===== config.mk =====
export PLATFORM = sky130hd
export DESIGN_NAME = truth_table_sweeper
export DESIGN_NICKNAME = d
export VERILOG_FILES = /design/src/rtl/truth_table_sweeper.sv
export SDC_FILE = /design/constraint.sdc
export NUM_CORES = 1
export LEC_CHECK = 0
export CAP_MARGIN = 5
export CORE_MARGIN = 10
export CORE_UTILIZATION = 25
export DETAILED_ROUTE_END_ITERATION = 10
export PLACE_DENSITY = 0.42
export SLEW_MARGIN = 20
export SYNTH_ARGS = -nofsm -noshare
export SYNTH_HDL_FRONTEND = slang
export SYNTH_SLANG_ARGS = --single-unit

===== constraint.sdc =====
create_clock -name clk -period 2 [get_ports clk]
set_clock_uncertainty 0.2 [all_clocks]
set_input_delay 0.4 -clock clk [delete_from_list [all_inputs] [get_ports clk]]
set_output_delay 0.4 -clock clk [all_outputs]
set_load 0.01 [all_outputs]

===== src/rtl/truth_table_sweeper.sv =====
// Clocked sweep controller: drives every N-input vector into three function units,
// compares their results per row, streams each row out and keeps sweep statistics.
module truth_table_sweeper #(
    parameter int N      = 2,
    parameter int SETTLE = 1
) (
    input  logic                  clk,
    input  logic                  rst_n,
    input  logic                  start,
    input  logic                  abort,
    input  logic [2:0]            f_in,
    output logic [N-1:0]          vec_out,
    output logic                  busy,
    output logic                  row_valid,
    input  logic                  row_ready,
    output logic [N-1:0]          row_idx,
    output logic [2:0]            row_f,
    output logic                  row_err,
    output logic                  done,
    output logic [(1<<N)-1:0]     minterm_mask,
    output logic [N:0]            mismatch_cnt,
    output logic                  any_mismatch,
    output logic [N-1:0]          first_bad_row
);

    localparam int              ROWS        = 1 << N;
    localparam logic [N-1:0]    LAST_ROW    = N'(ROWS - 1);
    localparam logic [3:0]      SETTLE_LAST = 4'(SETTLE - 1);

    typedef enum logic [2:0] {
        ST_IDLE   = 3'd0,
        ST_DRIVE  = 3'd1,
        ST_SAMPLE = 3'd2,
        ST_EMIT   = 3'd3,
        ST_DONE   = 3'd4
    } state_t;

    state_t         state_r;
    logic [N-1:0]   row_r;
    logic [3:0]     settle_cnt_r;
    logic           row_bad_s;

    // The three implementations agree only when all result bits are equal.
    function automatic logic rows_disagree(input logic [2:0] f);
        return (f[0] != f[1]) || (f[1] != f[2]);
    endfunction

    assign row_bad_s = rows_disagree(f_in);

    // Sweep sequencer with registered row stream and summary outputs.
    always_ff @(posedge clk or negedge rst_n) begin
        if (!rst_n) begin
            state_r       <= ST_IDLE;
            row_r         <= '0;
            settle_cnt_r  <= 4'd0;
            vec_out       <= '0;
            busy          <= 1'b0;
            row_valid     <= 1'b0;
            row_idx       <= '0;
            row_f         <= 3'b000;
            row_err       <= 1'b0;
            done          <= 1'b0;
            minterm_mask  <= '0;
            mismatch_cnt  <= '0;
            any_mismatch  <= 1'b0;
            first_bad_row <= '0;
        end else begin
            done <= 1'b0;
            // Abort wins over any transfer; partial summaries are kept.
            if (abort && (state_r != ST_IDLE)) begin
                state_r   <= ST_IDLE;
                busy      <= 1'b0;
                row_valid <= 1'b0;
            end else begin
                case (state_r)
                    ST_IDLE: begin
                        if (start) begin
                            state_r       <= ST_DRIVE;
                            busy          <= 1'b1;
                            row_r         <= '0;
                            settle_cnt_r  <= 4'd0;
                            vec_out       <= '0;
                            minterm_mask  <= '0;
                            mismatch_cnt  <= '0;
                            any_mismatch  <= 1'b0;
                            first_bad_row <= '0;
                        end else begin
                            state_r <= ST_IDLE;
                        end
                    end
                    ST_DRIVE: begin
                        if (settle_cnt_r == SETTLE_LAST) begin
                            state_r <= ST_SAMPLE;
                        end else begin
                            settle_cnt_r <= settle_cnt_r + 4'd1;
                        end
                    end
                    ST_SAMPLE: begin
                        row_f                <= f_in;
                        row_idx              <= row_r;
                        row_err              <= row_bad_s;
                        minterm_mask[row_r]  <= f_in[0];
                        if (row_bad_s) begin
                            mismatch_cnt <= mismatch_cnt + (N+1)'(1);
                            if (!any_mismatch) begin
                                any_mismatch  <= 1'b1;
                                first_bad_row <= row_r;
                            end else begin
                                first_bad_row <= first_bad_row;
                            end
                        end else begin
                            mismatch_cnt <= mismatch_cnt;
                        end
                        row_valid <= 1'b1;
                        state_r   <= ST_EMIT;
                    end
                    ST_EMIT: begin
                        if (row_ready) begin
                            row_valid <= 1'b0;
                            if (row_r == LAST_ROW) begin
                                state_r <= ST_DONE;
                                done    <= 1'b1;
                            end else begin
                                row_r        <= row_r + N'(1);
                                vec_out      <= row_r + N'(1);
                                settle_cnt_r <= 4'd0;
                                state_r      <= ST_DRIVE;
                            end
                        end else begin
                            state_r <= ST_EMIT;
                        end
                    end
                    ST_DONE: begin
                        state_r <= ST_IDLE;
                        busy    <= 1'b0;
                    end
                    default: begin
                        state_r   <= ST_IDLE;
                        busy      <= 1'b0;
                        row_valid <= 1'b0;
                    end
                endcase
            end
        end
    end

endmodule


# == After elaboration in Yosys (flattened, before gate mapping) ==
# Cells that the tools add are included.
# word_totals
ff_bits,28
input_bits,8
output_inout_bits,21
# op_classes
addsub,3
magnitude_cmp,2
n_eq_ne,18
n_mux,38
bitwise,1
reduce_logical,19
# ops
op,n
2-to-1 mux 3 bit,6
2-to-1 mux 4 bit,4
2-to-1 mux 1 bit,12
!= test 2 bit (second input constant),6
case mux 3 bit (4 select lines),1
case mux 4 bit (3 select lines),1
2-to-1 mux 2 bit,5
AND reduction 5 bit,2
!= test 3 bit (second input constant),3
case mux 2 bit (2 select lines),2
case mux 4 bit (2 select lines),1
equality test 3 x 2 -> 1 bit (second input constant),2
case mux 3 bit (2 select lines),1
AND reduction 2 bit,3
AND reduction 6 bit,1
nonzero test 3 bit,2
OR reduction 3 bit,2
adder 4 x 1 -> 4 bit (second input constant),1
bitwise mux 4 bit,1
logical NOT 4 bit,1
!= test 2 x 1 -> 1 bit (second input constant),2
case mux 1 bit (2 select lines),2
AND reduction 4 bit,1
nonzero test 2 bit,2
15 further kinds,17

# == Logic depth before layout (Yosys ltp) ==
# Gate-level depths: netlist of the first run.
# logic_depth
depth_word,6
depth_mapped,6
depth_no_buf,6

# == Worst setup path after synthesis of the first run ==
# Ideal clock, no wire load.
# synth_timing
path_type,input-to-reg
startpoint,input port abort
endpoint,register mismatch_cnt[2]
setup_ps,69
t_arrival_ps,1547
slack_ps,184
stages,5
path_buffers,1
cell_sequence,buf_6 -> nor4b_4 -> nand3_2 -> or3b_1 -> nand3_1
# synth_between
elab_chain_cells,3
# synth_lines
element,line,rtl
from (decl),10,"input logic abort,"
logical AND 1 bit,70,if (abort && (state_r != ST_IDLE)) begin
NOT 1 bit (no source line),n/a,
AND reduction 4 bit (no source line),n/a,
to (signal assigned),104,mismatch_cnt <= mismatch_cnt + (N+1)'(1);
to (signal assigned),112,mismatch_cnt <= mismatch_cnt;
to (decl),21,"output logic [N:0] mismatch_cnt,"
# Every way passes these cells.
# A chain may end at the register's enable or synchronous reset.

==> results.txt, run 1 <==
status: complete, no violations
Post-synth EDFFs: 0
Syn-to-layout area delta: 37.2%
final WL: 3.64 mm
die height: 94.7 um
root buf cell: clkbuf_8
WS Path Type: register to output port
Seq pwr share: 40.6%
count of pins over their slew limit: 0
Mean Syn Cell Area: 10.3 um^2
fin crit share: 94.4%
post-cts hold buffer count: 0
row count: 27
HPWL after DPL: 2.73 mm
Post-synth ARST share: 100%
GP Congestion: 0.763
Worst Max-Slew Pin Slew: 0.381 ns
# setup viols final: 0
CTS tree: built
delay-heaviest family, CP: buffers and inverters
CTS Sinks: 28
Sw Ratio: 34.4%
core area: 5470 um^2
Comb pwr share: 41.6%
Post-Layout Cell Count: 249
Nets: 193
largest net degree at the start of global routing: 29
initial antenna violation count: 0
grt total ovfl: 0
Via density: 4.55
PortBufs: 28
fill cell count: 558
most frequent cells in the layout: 28 x clkdlybuf4s50_1, 27 x dfrtp_1, 20 x nand2_1
full die area: 8970 um^2
global-route wire length before repair: 6.11 mm
Routed Antenna Nets: 0
initial DRC count: 59
H-Tree Level Count: 1
drt pass-1 iters: 4
Avg WL per Cell: 14.6 um
Main synth FF type: dfrtp_1
Post-Place Cells: 245
Overall Power: 2.03 mW
I/O pin count: 29
VDD IR max: 399 uV
layout cell share with drive strength beyond 1: 16.9%
area occupied by multi-input gates: 656 um^2
setup bufs post-CTS: 0
critical path fanouts, max: 5
Syn Std Cell Area: 1400 um^2
commonest non-fill, non-tap cell in the layout: clkdlybuf4s50_1
crit start category: register
ordered list of cells on the worst path: clkdlybuf4s50_1
antenna cell count: 0
clock power share: 17.9%
Worst EP required: 1.40 ns
number of global-route vias before repair: 1224
Synth Instances: 135
Yosys cell types: 37
CTS buffer count: 3
worst reg2reg setup slack: 0.18 ns
count of final hold-check violations: 0
HP Class: register to register
Register Area: 702 um^2
# Max-Cap Violations: 0
Buffers & Inverters on Critical Path: 1
Yosys reg bits: 28
fin util: 35.0%
gr usage total: 8.41%
crit path DAT: 1.29 ns
relative slew slack: 74.6%
RSZ-0062 raised after global routing: false
switching power total: 698 uW
sequential share of the synthesized area: 50.2%
Clock Pin Slew Worst Setup and Hold Paths: 0.10 ns
# DRC: 0
Syn Nets: 150
DIE WIDTH: 94.7 um
critical path's largest stage delay: 0.57 ns
Initial Util: 25.5%
Clk Latency, worst-skew pair: 0.28 ns
Crit. End Element: output port
Internal Power: 1.33 mW
critical path's slowest cell: clkdlybuf4s50_1
total number of vias: 1134
Ys Warns: 0
Period minus WS final: 1.89 ns
PD cells: 1060 nW/um^2
maximum clock rate: 529 MHz
Leak: 0.828 nW
CTS Buffer Depth: 2
per-layer routing:
layer | vias up | routed length [um] | global-route usage (%)
met5 | - | 0 | 0
met4 | 0 | 6 | 1.12
met3 | 2 | 148 | 2.22
met2 | 19 | 1760 | 14.0
met1 | 551 | 1730 | 10.9
li1 | 562 | - | -
registers in the layout (all words and copies together), names as in the netlist:
name and flops:
any_mismatch 1, busy 1, done 1, first_bad_row 2
minterm_mask 4, mismatch_cnt 3, row_err 1, row_f 3
row_idx 2, row_r 2, row_valid 1, settle_cnt_r 4
state_r 3
metrics by stage:
stage	setup TNS, ns	worst slack [ns]	cell area [um^2]	hold WS [ns]
finish	0	0.111	1910	0.301
global route	0	0.0490	1910	0.332
CTS	0	0.0335	1910	0.308
detailed placement	-1.51	-0.122	1850	0.270
global placement	-1.08	-0.0957	1850	0.283
floorplan	0	0.184	1400	-0.0956
synth_stat cells (2+ instances only):
cell / n / area [um^2]
nand2_1: 20 / 75.1
inv_1: 5 / 18.8
ha_1: 7 / 87.6
o21ai_0: 8 / 40.0
a21oi_1: 10 / 50.1
dfrtp_1: 28 / 701
and3_1: 3 / 18.8
mux2i_1: 3 / 30.0
nand2b_1: 2 / 12.5
mux2_2: 5 / 56.3
a22o_1: 2 / 17.5
nor4b_1: 2 / 17.5
nor2_1: 5 / 18.8
clkbuf_1: 3 / 11.3
nand3_1: 10 / 50.1
final cells by class:
cell class	instances	share of cell area, %
sequential	28	36.7
timing repair buffer	43	20.5
inverter	5	0.980
clock buffer	4	2.88
tap	72	4.71
multi-input combinational	97	34.2
cell families after synthesis:
family	synth area share, %
AOI/OAI and AO/OA	11.8
buffers and inverters	3.32
adders and majority gates	6.28
xor gates and xnor gates	0.628
and+or+nand+nor	21.5
muxes	6.19
DFF	50.2
power by group through the flow:
stage	clock (mW)	sequential [mW]	combinational, mW
detailed placement	0	0.831	0.845
CTS	0.372	0.823	0.851
global route	0.394	0.848	0.938
finish	0.363	0.822	0.843
floorplan	0	0.857	0.377
global placement	0	0.833	0.838
timing repair:
action                                  4_1_cts  5_1_grt
endpoints found under the setup margin        0        3
endpoints found under the hold margin         0        0
resized for setup                             0        3
path summary, 6_finish.rpt:
| check | start | cells past startpoint | end |
|---|---|---|---|
| worst max-delay path | row_r[1]$_DFFE_PN0P_ | 1 | vec_out[1] |
| worst min-delay path | row_valid$_DFFE_PN0P_ | 1 | row_valid$_DFFE_PN0P_ |
| worst max register to register | settle_cnt_r[0]$_DFFE_PN0P_ | 6 | settle_cnt_r[2]$_DFFE_PN0P_ |
| worst min register to register | row_valid$_DFFE_PN0P_ | 1 | row_valid$_DFFE_PN0P_ |
| max in group asynchronous | rst_n | 2 | row_r[0]$_DFFE_PN0P_ |
| min in group asynchronous | rst_n | 2 | row_f[2]$_DFFE_PN0P_ |
(Power assumes the default switching activity.)
==> run 2: changes to the inputs <==
--- a/config.mk
+++ b/config.mk
@@ -10,6 +10,7 @@
 export CORE_UTILIZATION = 25
 export DETAILED_ROUTE_END_ITERATION = 10
 export PLACE_DENSITY = 0.42
+export SETUP_SLACK_MARGIN = 0.5
 export SLEW_MARGIN = 20
 export SYNTH_ARGS = -nofsm -noshare
 export SYNTH_HDL_FRONTEND = slang
==> run 2 against run 1 <==
Effect of this change:
- combinational power is 44% higher
- count of clock-buffer cells in the layout down 1
- clock power grew 26%
- core utilization increased by 7.5 points
- setup slack improved by 0.15 ns
- sequential share of layout area fell by 6.3 points
- critical path type is now register to register
==> results.txt, run 2 (synthesized netlist as in run 1, its figures left out) <==
I/O pin count: 29 (unchanged)
CP startpoint: state_r[0]$_DFFE_PN0P_
WS Path Type: register to register
CTS Buffer Depth: 2 (unchanged)
initial DRC count: 49 (-17%)
root buf cell: clkbuf_8
CTS tree: built
# DRC: 0 (unchanged)
row count: 27 (unchanged)
PD cells: 1060 nW/um^2 (about the same)
core area: 5470 um^2 (unchanged)
hold_ws: 0.295 ns (-0.00598 ns)
VDD IR max: 427 uV (+7.0%)
Clock Pin Slew Worst Setup and Hold Paths: 0.10 ns (about the same)
Initial Util: 25.5% (unchanged)
most frequent cells in the layout: 30 x buf_4, 24 x dfrtp_1, 18 x buf_2, 18 x buf_6, 12 x nand2_1
total number of vias: 1293 (+14%)
antenna cell count: 0 (unchanged)
Post-DP Area: 1890 um^2 (+2.4%)
Avg WL per Cell: 14.7 um (+0.34%)
largest net degree at the start of global routing: 29 (unchanged)
status: complete, no violations
H-Tree Level Count: 1 (unchanged)
GP Congestion: 0.793 (+3.9%)
# Max-Cap Violations: 0 (unchanged)
layout cell share with drive strength beyond 1: 58.1% (+41 points)
Syn-to-layout area delta: 66.5%
Post-Place Cells: 245 (unchanged)
count of final hold-check violations: 0 (unchanged)
fill cell count: 545 (-2.3%)
cell area after layout: 2320 um^2 (+21%)
PortBufs: 28 (unchanged)
CTS Sinks: 28 (unchanged)
count of pins over their slew limit: 0 (unchanged)
# setup viols final: 0 (unchanged)
crit start category: register
initial antenna violation count: 0 (unchanged)
Period minus WS final: 1.74 ns (-0.145 ns)
Routed Antenna Nets: 0 (unchanged)
reg2reg start: state_r[0]$_DFFE_PN0P_
relative slew slack: 75.0% (+0.40 points)
commonest non-fill, non-tap cell in the layout: buf_4
critical path fanouts, max: 12 (+7)
crit path DAT: 1.71 ns (+0.42 ns)
DIE WIDTH: 94.7 um (unchanged)
grt total ovfl: 0 (unchanged)
maximum clock rate: 574 MHz (+8.3%)
Nets: 226 (+17%)
HPWL after DPL: 2.71 mm (-0.80%)
Clk Latency, worst-skew pair: 0.28 ns (about the same)
Worst EP required: 1.97 ns (+0.57 ns)
CTS buffer count: 3 (unchanged)
r2r worst-path depth: 5 (-1)
number of global-route vias before repair: 1468 (+20%)
met3 wire length: 216 um (+46%)
Via density: 4.59 (+0.68%)
M1 wire length: 1.84 mm (+6.1%)
Crit. End Element: register
fin crit share: 87.2% (-7.3 points)
gr usage total: 9.81% (+1.4 points)
RSZ-0062 raised after global routing: true
full die area: 8970 um^2 (unchanged)
HP Class: input pin to async pin
met2 WL: 2.04 mm (+16%)
die height: 94.7 um (unchanged)
Worst Max-Slew Pin Slew: 0.375 ns (-0.00603 ns)
final WL: 4.14 mm (+14%)
largest registers: minterm_mask: 4 flops, settle_cnt_r: 4 flops
Post-Layout Cell Count: 282 (+13%)
global-route wire length before repair: 7.09 mm (+16%)
Leak: 1.10 nW (+33%)
drt pass-1 iters: 4 (unchanged)
DR top layer: met4
==> run 2: cell types whose count changed in the layout (fill, tap and decap cells not counted), sizes merged <==
cell and change:
clkbuf +1, clkdlybuf4s50 -26, buf +52, bufinv +1, dlygate4sd2 +5
==> run 2: where the power goes <==
part | internal, mW | switching [mW]
clock | 0.268 | 0.187
combinational | 0.646 | 0.561
sequential | 0.703 | 0.0952
==> run 2: timing repair <==
action                                  CTS  global route
endpoints found under the setup margin   46            29
pin swaps                                20            15
setup buffers                            29             4
gates resized for setup                 127            21
hold buffers                              0             0
==> run 2: layout make-up <==
cell class	count	area (um^2)	share of cell area (%)
well taps	72	90.1	3.88
repair buffers	76	607	26.1
clock buffers	3	41.3	1.78
clock inverters	1	30.0	1.29
flip-flops and latches	28	706	30.4
multi-input cells	97	831	35.8
inverters	5	18.8	0.808
==> run 2: path summary, 6_finish.rpt <==
kind	end	slack, ns
worst max-delay path	settle_cnt_r[3]$_DFFE_PN0P_	0.26
worst min-delay path	settle_cnt_r[2]$_DFFE_PN0P_	0.29
worst max register to register	settle_cnt_r[3]$_DFFE_PN0P_	0.26
worst min register to register	row_f[2]$_DFFE_PN0P_	0.33
max in group asynchronous	row_r[0]$_DFFE_PN0P_	1.00
min in group clk	row_f[2]$_DFFE_PN0P_	0.33
==> run 2: per-stage QoR <==
stage	setup slack [ns]	setup TNS [ns]	power (mW)	utilization, %
final	0.257	0	2.46	42.5
after global routing	0.203	0	2.65	42.5
after CTS	0.278	0	2.40	40.9
after detailed placement	-0.144	-1.08	1.72	34.6
after global placement	-0.128	-0.794	1.71	34.6
after floorplan	0.187	0	1.28	-
==> run 2: per-layer routing <==
layer | GRT usage (%) | vias up
met4 | 2.24 | 0
met2 | 16.3 | 23
li1 | - | 628
met5 | 0 | -
met3 | 3.09 | 6
met1 | 12.1 | 636
==> run 2: critical path, cell delays in order (launching register included) <==
cell and delay, ns:
dfrtp_1 0.43, buf_6 0.16, o21ai_0 0.20, o21ai_2 0.10
a311o_1 0.36, a22o_1 0.19
==> run 3: changes to the inputs <==
--- a/config.mk
+++ b/config.mk
@@ -11,6 +11,7 @@
 export DETAILED_ROUTE_END_ITERATION = 10
 export PLACE_DENSITY = 0.42
 export SETUP_SLACK_MARGIN = 0.5
+export SKIP_CTS_REPAIR_TIMING = 1
 export SLEW_MARGIN = 20
 export SYNTH_ARGS = -nofsm -noshare
 export SYNTH_HDL_FRONTEND = slang
==> run 3 against run 2 <==
Effect of this change:
- via count up 0.39%
- combinational power about the same
- core utilization up 1.4 points
- worst hold slack worse by 0.039 ns
- register-to-register slack better by 0.02 ns
- wire length up 0.92%
- highest routed layer unchanged
- design area up 3.3%
- count of clock-buffer cells in the layout unchanged
==> results.txt, run 3 (synthesized netlist as in run 1, its figures left out) <==
Period minus WS final: 1.72 ns (-0.0241 ns)
Buffers & Inverters on Critical Path: 1 (unchanged)
met2 Use GR: 13.8% (-2.5 points)
RSZ-0062 raised after global routing: true
core area: 5470 um^2 (unchanged)
layout cell share with drive strength beyond 1: 45.4% (-13 points)
r2r worst-path depth: 5 (unchanged)
Worst EP required: 1.98 ns (about the same)
count of final hold-check violations: 0 (unchanged)
fin crit share: 86.0% (-1.2 points)
initial DRC count: 26 (-47%)
antenna cell count: 0 (unchanged)
Post-Layout Cell Count: 279 (-1.1%)
count of pins over their slew limit: 0 (unchanged)
most frequent cells in the layout: 29 x buf_4, 22 x dfrtp_1, 22 x dlymetal6s2s_1
initial antenna violation count: 0 (unchanged)
WS Path Type: register to register
largest registers: minterm_mask: 4 flops, settle_cnt_r: 4 flops
Clock Pin Slew Worst Setup and Hold Paths: 0.11 ns (about the same)
Final WS setup: 0.281 ns (+0.0241 ns)
hold_sp: f_in[2]
worst r2r dst: settle_cnt_r[3]$_DFFE_PN0P_
worst reg2reg setup slack: 0.28 ns (+0.02 ns)
crit path DAT: 1.69 ns (-0.02 ns)
maximum clock rate: 582 MHz (+1.4%)
Crit. End Element: register
status: complete, no violations
reg2reg start: settle_cnt_r[0]$_DFFE_PN0P_
CTS Buffer Depth: 2 (unchanged)
DIE WIDTH: 94.7 um (unchanged)
row count: 27 (unchanged)
critical path fanouts, max: 4 (-8)
Syn-to-layout area delta: 72.1%
ordered list of cells on the worst path: inv_2, ha_2, or3b_4, and2_4, a22o_1
Initial Util: 25.5% (unchanged)
grt total ovfl: 0 (unchanged)
HPWL after DPL: 2.71 mm (unchanged)
largest net degree at the start of global routing: 29 (unchanged)
VDD IR max: 452 uV (+6.0%)
HP Class: input pin to register
Worst Setup Slack post-DPL: -0.144 ns (unchanged)
CTS tree: built
delay-heaviest family, CP: simple AND/OR/NAND/NOR gates
drt pass-1 iters: 4 (unchanged)
total number of vias: 1298 (+0.39%)
Clk Latency, worst-skew pair: 0.28 ns (about the same)
global-route wire length before repair: 6.13 mm (-14%)
hold path depth: 2
critical path's largest stage delay: 0.41 ns (-0.02 ns)
GP Congestion: 0.793 (unchanged)
gr usage total: 8.54% (-1.3 points)
relative slew slack: 74.4% (-0.61 points)
crit start category: register
Nets: 223 (-1.3%)
root buf cell: clkbuf_8
# DRC: 0 (unchanged)
commonest non-fill, non-tap cell in the layout: buf_4
critical path's slowest cell: dfrtp_1
Avg WL per Cell: 15.0 um (+2.0%)
full die area: 8970 um^2 (unchanged)
grt met3 use: 3.57% (+0.48 points)
final WL: 4.18 mm (+0.92%)
# setup viols final: 0 (unchanged)
Endpoint, Worst Hold: row_f[2]$_DFFE_PN0P_
I/O pin count: 29 (unchanged)
met1 usage: 10.3% (-1.8 points)
number of global-route vias before repair: 1283 (-13%)
# Max-Cap Violations: 0 (unchanged)
Leak: 1.35 nW (+23%)
Via density: 4.65 (+1.5%)
CTS Sinks: 28 (unchanged)
PD cells: 1050 nW/um^2 (-0.41%)
PortBufs: 28 (unchanged)
H-Tree Level Count: 1 (unchanged)
Worst Max-Slew Pin Slew: 0.384 ns (+0.00913 ns)
CTS buffer count: 3 (unchanged)
Top Usage Layer GRT: met2
Routed Antenna Nets: 0 (unchanged)
CP Depth: 5 (unchanged)
die height: 94.7 um (unchanged)
Post-Place Cells: 245 (unchanged)
-- run 3: report_power, final --
group          total (mW)  internal (mW)  switching [mW]
Clock               0.463          0.268           0.195
Sequential          0.826          0.707           0.118
Combinational        1.24          0.710           0.533
Total                2.53           1.69           0.847
-- run 3: final cells by class --
type                    instances  area [um^2]
well taps                      72         90.1
inverters                       5         18.8
fillers                       525         3070
flip-flops and latches         28          708
multi-input cells              97          796
clock inverters                 1         30.0
clock buffers                   3         41.3
repair buffers                 73          717
-- run 3: worst max-delay path by stage --
stage	start	end	slack, ns
2_1_floorplan	abort	mismatch_cnt[2]$_DFFE_PN0P_	0.19
3_3_place_gp	abort	settle_cnt_r[2]$_DFFE_PN0P_	-0.13
3_5_place_dp	abort	settle_cnt_r[2]$_DFFE_PN0P_	-0.14
4_1_cts	row_r[0]$_DFFE_PN0P_	vec_out[0]	0.07
5_1_grt	settle_cnt_r[1]$_DFFE_PN0P_	settle_cnt_r[1]$_DFFE_PN0P_	0.21
6_report	settle_cnt_r[0]$_DFFE_PN0P_	settle_cnt_r[3]$_DFFE_PN0P_	0.28
-- run 3: metal layers --
metal,wire [um],vias up
met5,0,-
li1,-,622
met2,2030,37
met4,19,0
met1,1860,637
met3,267,2
-- run 3: worst reg2reg max path: stages (launching register included) --
cell	delay, ns
dfrtp_1	0.41
inv_2	0.07
ha_2	0.15
or3b_4	0.41
and2_4	0.17
a22o_1	0.21
-- run 3: stage by stage --
step | setup TNS, ns | power, mW | util [%] | hold WS (ns) | area [um^2]
2_1_floorplan | 0 | 1.28 | - | -0.0956 | 1440
3_5_place_dp | -1.08 | 1.72 | 34.6 | 0.298 | 1890
6_report | 0 | 2.53 | 43.9 | 0.256 | 2400
3_3_place_gp | -0.794 | 1.71 | 34.6 | 0.281 | 1890
4_1_cts | 0 | 2.19 | 35.9 | 0.318 | 1970
5_1_grt | 0 | 2.71 | 43.9 | 0.267 | 2400
==> variant 1: new RTL, settings of run 1 <==
Put one more register stage on the output `mismatch_cnt`, with the module's reset. The value now appears one clock later. The other outputs are not delayed to match.
--- a/src/rtl/truth_table_sweeper.sv
+++ b/src/rtl/truth_table_sweeper.sv
@@ -35,6 +35,8 @@
         ST_DONE   = 3'd4
     } state_t;
 
+    logic [N:0] mismatch_cnt_s0;
+
     state_t         state_r;
     logic [N-1:0]   row_r;
     logic [3:0]     settle_cnt_r;
@@ -61,7 +63,7 @@
             row_err       <= 1'b0;
             done          <= 1'b0;
             minterm_mask  <= '0;
-            mismatch_cnt  <= '0;
+            mismatch_cnt_s0 <= '0;
             any_mismatch  <= 1'b0;
             first_bad_row <= '0;
         end else begin
@@ -81,7 +83,7 @@
                             settle_cnt_r  <= 4'd0;
                             vec_out       <= '0;
                             minterm_mask  <= '0;
-                            mismatch_cnt  <= '0;
+                            mismatch_cnt_s0 <= '0;
                             any_mismatch  <= 1'b0;
                             first_bad_row <= '0;
                         end else begin
@@ -101,7 +103,7 @@
                         row_err              <= row_bad_s;
                         minterm_mask[row_r]  <= f_in[0];
                         if (row_bad_s) begin
-                            mismatch_cnt <= mismatch_cnt + (N+1)'(1);
+                            mismatch_cnt_s0 <= mismatch_cnt_s0 + (N+1)'(1);
                             if (!any_mismatch) begin
                                 any_mismatch  <= 1'b1;
                                 first_bad_row <= row_r;
@@ -109,7 +111,7 @@
                                 first_bad_row <= first_bad_row;
                             end
                         end else begin
-                            mismatch_cnt <= mismatch_cnt;
+                            mismatch_cnt_s0 <= mismatch_cnt_s0;
                         end
                         row_valid <= 1'b1;
                         state_r   <= ST_EMIT;
@@ -144,5 +146,13 @@
         end
     end
 
+    always_ff @(posedge clk or negedge rst_n) begin
+        if (!rst_n) begin
+            mismatch_cnt <= '0;
+        end else begin
+            mismatch_cnt <= mismatch_cnt_s0;
+        end
+    end
+
 endmodule
 
Function: changed (a bounded check fails within 4 cycles, from zero or initial values and one cycle with rst_n low).
==> variant 1 against run 1 <==
  * Sequential power grew 18%
  * Synthesized cell count grew 13%
  * Combinational power grew 52%
  * Sequential cell count grew 3
  * Final area grew 14%
  * Area after synthesis grew 11%
  * Worst hold slack lost 0.12 ns
  * Worst setup slack lost 0.059 ns
  * Power grew 34%
  * Non-clock buffer count grew 10
  * Routed wire length grew 8.2%
==> variant 1: results (changes against run 1) <==
yosysSeqAreaShare: 0.501  # was 0.502
num_rows: 28  # was 27
path_clk_slew_ns: 0.06  # was 0.10 ns
dp_hpwl_um: 3060  # was 2730 um
post_cts_buffers: 0  # unchanged
synth_compound_area_frac: 0.187  # was 0.118
reg2reg_setup_slack_ns: 0.12  # was 0.18 ns
routed_via_density: 4.67  # was 4.55
vdd_drop_max_mv: 0.366  # was 0.399 mV
largestRegisters: "minterm_mask: 4 flops, settle_cnt_r: 4 flops"  # unchanged
grt_pass1_wl_um: 6890  # was 6110 um
yosys_most_used_dff: "dfrtp_1"  # unchanged
io_buffers: 28  # unchanged
netlist_top_cells_area: "dfrtp_1 50%, ha_1 5.7%, nand2_1 4.9%, nor2_1 2.7%, mux2i_1 2.6%"  # was dfrtp_1 50%, ha_1 6.3%, nand2_1 5.4%, mux2_2 4.0%, a21oi_1 3.6%
final-hold-violation-count: 0  # unchanged
max_slew_margin: 0.716  # was 0.746
cp-endpoint: "row_r[1]"  # was vec_out[1]
synth_fa_ha_area_frac: 0.0566  # was 0.0628
layout.nets: 223  # was 193
ys_top_cells_by_count: "31 x dfrtp_1, 20 x nand2_1, 11 x nor2_1, 10 x inv_1"  # was 28 x dfrtp_1, 20 x nand2_1, 10 x a21oi_1, 10 x nand3_1, 8 x o21ai_0
drive_gt1_frac: 0.182  # was 0.169
r2r_cells: 4  # was 6
grt_max_degree: 32  # was 29
startpoint: "row_ready"  # was row_r[1]
grt_pass1_vias: 1383  # was 1224
numCtsBuffers: 5  # was 3
use_met1: 0.100  # was 0.109
htreeDepth: 2  # was 1
synth_mux_area_frac: 0.0259  # was 0.0619
use_met2: 0.140  # about the same
synth_fp_nets: 168  # was 150
min_path_type: "reg -> reg"  # unchanged
r2r-start: "state_r[0]"  # was settle_cnt_r[0]
first_iter_violations: 32  # was 59
firstDrtPassIters: 4  # unchanged
gp_congestion: 0.789  # was 0.763
track_usage: 0.0864  # was 0.0841
grt_antenna_before_repair: 0  # unchanged
insertedDiodeCount: 0  # unchanged
use_met3: 0.0314  # was 0.0222
clockBufferDepth: 2  # unchanged
cp_data_arrival_time_ns: 1.91  # was 1.29 ns
ys_async_sr_fraction: 1.00  # unchanged
placed_cell_area_mm2: 0.00208  # was 0.00185 mm^2
insertion_delay_ns: 0.28  # about the same
leakage_nw: 0.989  # was 0.828 nW
cts-root-buf: "clkbuf_8"  # unchanged
ys_warn_count: 0  # unchanged
avgRoutedWirePerCell_um: 13.9  # was 14.6 um
critPathMaxFanout: 3  # was 5
outcome: "complete, no violations"  # unchanged
synthXorXnorAreaFrac: 0  # was 0.00628
ys_types: 44  # was 37
-- variant 1: worst min-delay path by stage --
stage / slack (ns) / start / end / cells past startpoint
6_report: 0.18 / mismatch_cnt_s0[2] / mismatch_cnt[2] / 0
3_5_place_dp: 0.17 / mismatch_cnt_s0[2] / mismatch_cnt[2] / 0
5_1_grt: 0.21 / mismatch_cnt_s0[2] / mismatch_cnt[2] / 0
2_1_floorplan: -0.1 / rst_n / any_mismatch / 0
3_3_place_gp: 0.17 / mismatch_cnt_s0[2] / mismatch_cnt[2] / 0
4_1_cts: 0.19 / mismatch_cnt_s0[2] / mismatch_cnt[2] / 0
-- variant 1: final cells by class --
class                           count  area (um^2)
Timing Repair Buffer               53          468
Multi-Input combinational cell    107          721
Clock inverter                      1         5.00
Fill cell                         629         3780
Tap cell                           75         93.8
Inverter                           10         37.5
Clock buffer                        7         76.3
Sequential cell                    31          776
-- variant 1: logic make-up after synthesis --
kind of cell | count (synthesis)
AOI/OAI and AO/OA | 39
DFF | 31
and+or+nand+nor | 57
muxes | 4
buffers and inverters | 15
adders and majority gates | 7
-- variant 1: timing repair --
action                                  CTS  global route
hold buffers                              0             0
endpoints found under the setup margin    0             3
resized for setup                         0             2
-- variant 1: layer usage --
layer	vias up	share of wire
met5	-	0
met4	0	0.0074
met3	5	0.044
met2	24	0.50
met1	635	0.45
li1	661	-
-- variant 1: metrics by stage --
stage / std cells / setup WS, ns
2_1_floorplan: 153 / 0.0839
3_3_place_gp: 276 / -0.224
3_5_place_dp: 276 / -0.245
4_1_cts: 284 / 0.0495
5_1_grt: 284 / 0.00136
6_report: 284 / 0.0525
-- variant 1: power by group --
part	switching (mW)	leakage [nW]	total, mW	internal [mW]
Sequential	0.159	0.414	0.966	0.807
Clock	0.222	0.0422	0.466	0.244
Combinational	0.623	0.533	1.28	0.654
Total	1.00	0.989	2.71	1.70
-- variant 1: worst max-delay path, stage by stage --
cell	delay (ns)
clkdlybuf4s50_1	0.54
nand2_4	0.06
or3_1	0.33
a21o_1	0.22
a221o_1	0.35
==> variant 2: new RTL, config.mk and constraints of run 1 <==
Made on the original files. The parameter `N` goes from 2 to 3.
--- a/src/rtl/truth_table_sweeper.sv
+++ b/src/rtl/truth_table_sweeper.sv
@@ -1,7 +1,7 @@
 // Clocked sweep controller: drives every N-input vector into three function units,
 // compares their results per row, streams each row out and keeps sweep statistics.
 module truth_table_sweeper #(
-    parameter int N      = 2,
+    parameter int N      = 3,
     parameter int SETTLE = 1
 ) (
     input  logic                  clk,
Interface: changed (5 resized); port bits go from 29 to 37. The function was not compared with the original's and may differ.
==> variant 2 against run 1 <==
  * Worst setup slack got worse by 0.047 ns
  * Worst hold slack worse by 0.019 ns
  * Non-clock buffer count up 20
  * Power rose by 51%
  * Count of clock-buffer cells in the layout up 2
  * Sequential power grew 29%
  * Sequential cell count increased by 8
  * Routed wire length is 31% higher
  * Die area grew 25%
  * Final area grew 35%
  * Area after synthesis rose by 32%
  * Critical path depth increased by 4
==> variant 2: results (changes against run 1) <==
yosys_most_used_dff: "dfrtp_1"  # unchanged
avgRoutedWirePerCell_um: 13.9  # was 14.6 um
first_iter_violations: 53  # was 59
critPathMaxFanout: 5  # unchanged
dp_hpwl_um: 3620  # was 2730 um
ys_types: 42  # was 37
path_clk_slew_ns: 0.08  # was 0.10 ns
max_slew_margin: 0.768  # was 0.746
ys_warn_count: 0  # unchanged
drive_gt1_frac: 0.193  # was 0.169
place_worst_setup_slack_ns: -0.236  # was -0.122 ns
synth_top_area_frac: 0.490  # was 0.502
numCtsBuffers: 5  # was 3
htreeDepth: 2  # was 1
outcome: "complete, no violations"  # unchanged
cp_data_arrival_time_ns: 1.92  # was 1.29 ns
yosysSeqAreaShare: 0.490  # was 0.502
grt_pass1_wl_um: 7890  # was 6110 um
io_buffers: 36  # was 28
largestRegisters: "minterm_mask: 8 flops, mismatch_cnt: 4 flops, settle_cnt_r: 4 flops"  # was minterm_mask: 4 flops, settle_cnt_r: 4 flops
vdd_drop_max_mv: 0.422  # was 0.399 mV
gp_congestion: 0.731  # was 0.763
grt_antenna_before_repair: 0  # unchanged
grt_max_degree: 37  # was 29
layout.nets: 255  # was 193
detailroute.via_count: 1507  # was 1134
track_usage: 0.0866  # was 0.0841
synth_fp_nets: 195  # was 150
leakage_nw: 1.18  # was 0.828 nW
netlist_top_cells_area: "dfrtp_1 49%, nand2_1 5.1%, o21ai_0 4.4%, ha_1 3.4%, mux2i_1 2.7%"  # was dfrtp_1 50%, ha_1 6.3%, nand2_1 5.4%, mux2_2 4.0%, a21oi_1 3.6%
dp_cells: 333  # was 245
insertion_delay_ns: 0.29
ys_top_cells_by_count: "36 x dfrtp_1, 25 x nand2_1, 16 x o21ai_0, 9 x nor2_1, 8 x nand3_1"  # was 28 x dfrtp_1, 20 x nand2_1, 10 x a21oi_1, 10 x nand3_1, 8 x o21ai_0
drt_wl_total_um: 4760  # was 3640 um
insertedDiodeCount: 0  # unchanged
syn_avg_cell_area_um2: 10.1  # was 10.3 um^2
variant 2: cell types whose count changed after synthesis, sizes merged, moves of 4 or more:
cell          run 1  this run
o21ai             8        18
dfrtp            28        36
nand2            20        27
buf               2         7
mux2              5         0
o21a              0         5
a32o              0         4
nor2              5         9
variant 2: through the flow:
stage	TNS [ns]	util	instance area, um^2	hold slack (ns)
4_1_cts	0	0.358	2580	0.287
5_1_grt	0	0.360	2590	0.313
6_report	0	0.360	2590	0.282
2_1_floorplan	0	-	1840	-0.0956
3_3_place_gp	-5.51	0.342	2460	0.185
3_5_place_dp	-5.35	0.342	2460	0.186
variant 2: final timing paths:
check / slack (ns) / from / cells past startpoint / endpoint
worst max-delay path: 0.06 / f_in[0] / 5 / mismatch_cnt[2]
worst min-delay path: 0.28 / row_f[0] / 2 / row_f[0]
worst max register to register: 0.15 / state_r[1] / 5 / first_bad_row[2]
worst min register to register: 0.28 / row_f[0] / 2 / row_f[0]
max in group asynchronous: 1.01 / rst_n / 3 / state_r[1]
min in group asynchronous: 0.40 / rst_n / 3 / minterm_mask[5]
variant 2: cells by family after synthesis:
group           synth area share
flops                      0.490
compound gates             0.193
buf+inv                   0.0463
mux                       0.0272
fa+ha+maj                 0.0341
simple gates               0.208
variant 2: report_power, final:
part,switching (mW),leakage (nW),internal [mW]
logic,0.640,0.647,0.702
clock network,0.281,0.0552,0.370
registers,0.153,0.482,0.906
variant 2: timing repair:
item,4_1_cts,5_1_grt
setup buffers,0,0
hold buffers,1,0
endpoints found under the hold margin,36,0
resized for setup,0,5
setup endpoints to repair,0,4
variant 2: cell type report:
class                   count  area [um^2]
multi-input cells         129          860
clock buffers               6         72.6
fillers                   770         4620
clock inverters             2         35.0
well taps                  99          124
flip-flops and latches     36          903
inverters                   7         26.3
repair buffers             63          573
variant 2: routing by layer:
layer	wire length, um	vias to the layer above	GRT usage
met5	0	-	0
met4	52	0	0.0290
met3	269	7	0.0311
met2	2050	30	0.124
met1	2390	702	0.118
li1	-	768	-
variant 2: worst max-delay path, cell delays in order:
cell             delay (ns)
clkdlybuf4s50_1        0.44
or3_1                  0.40
and3_2                 0.26
and3b_1                0.17
a221o_1                0.25
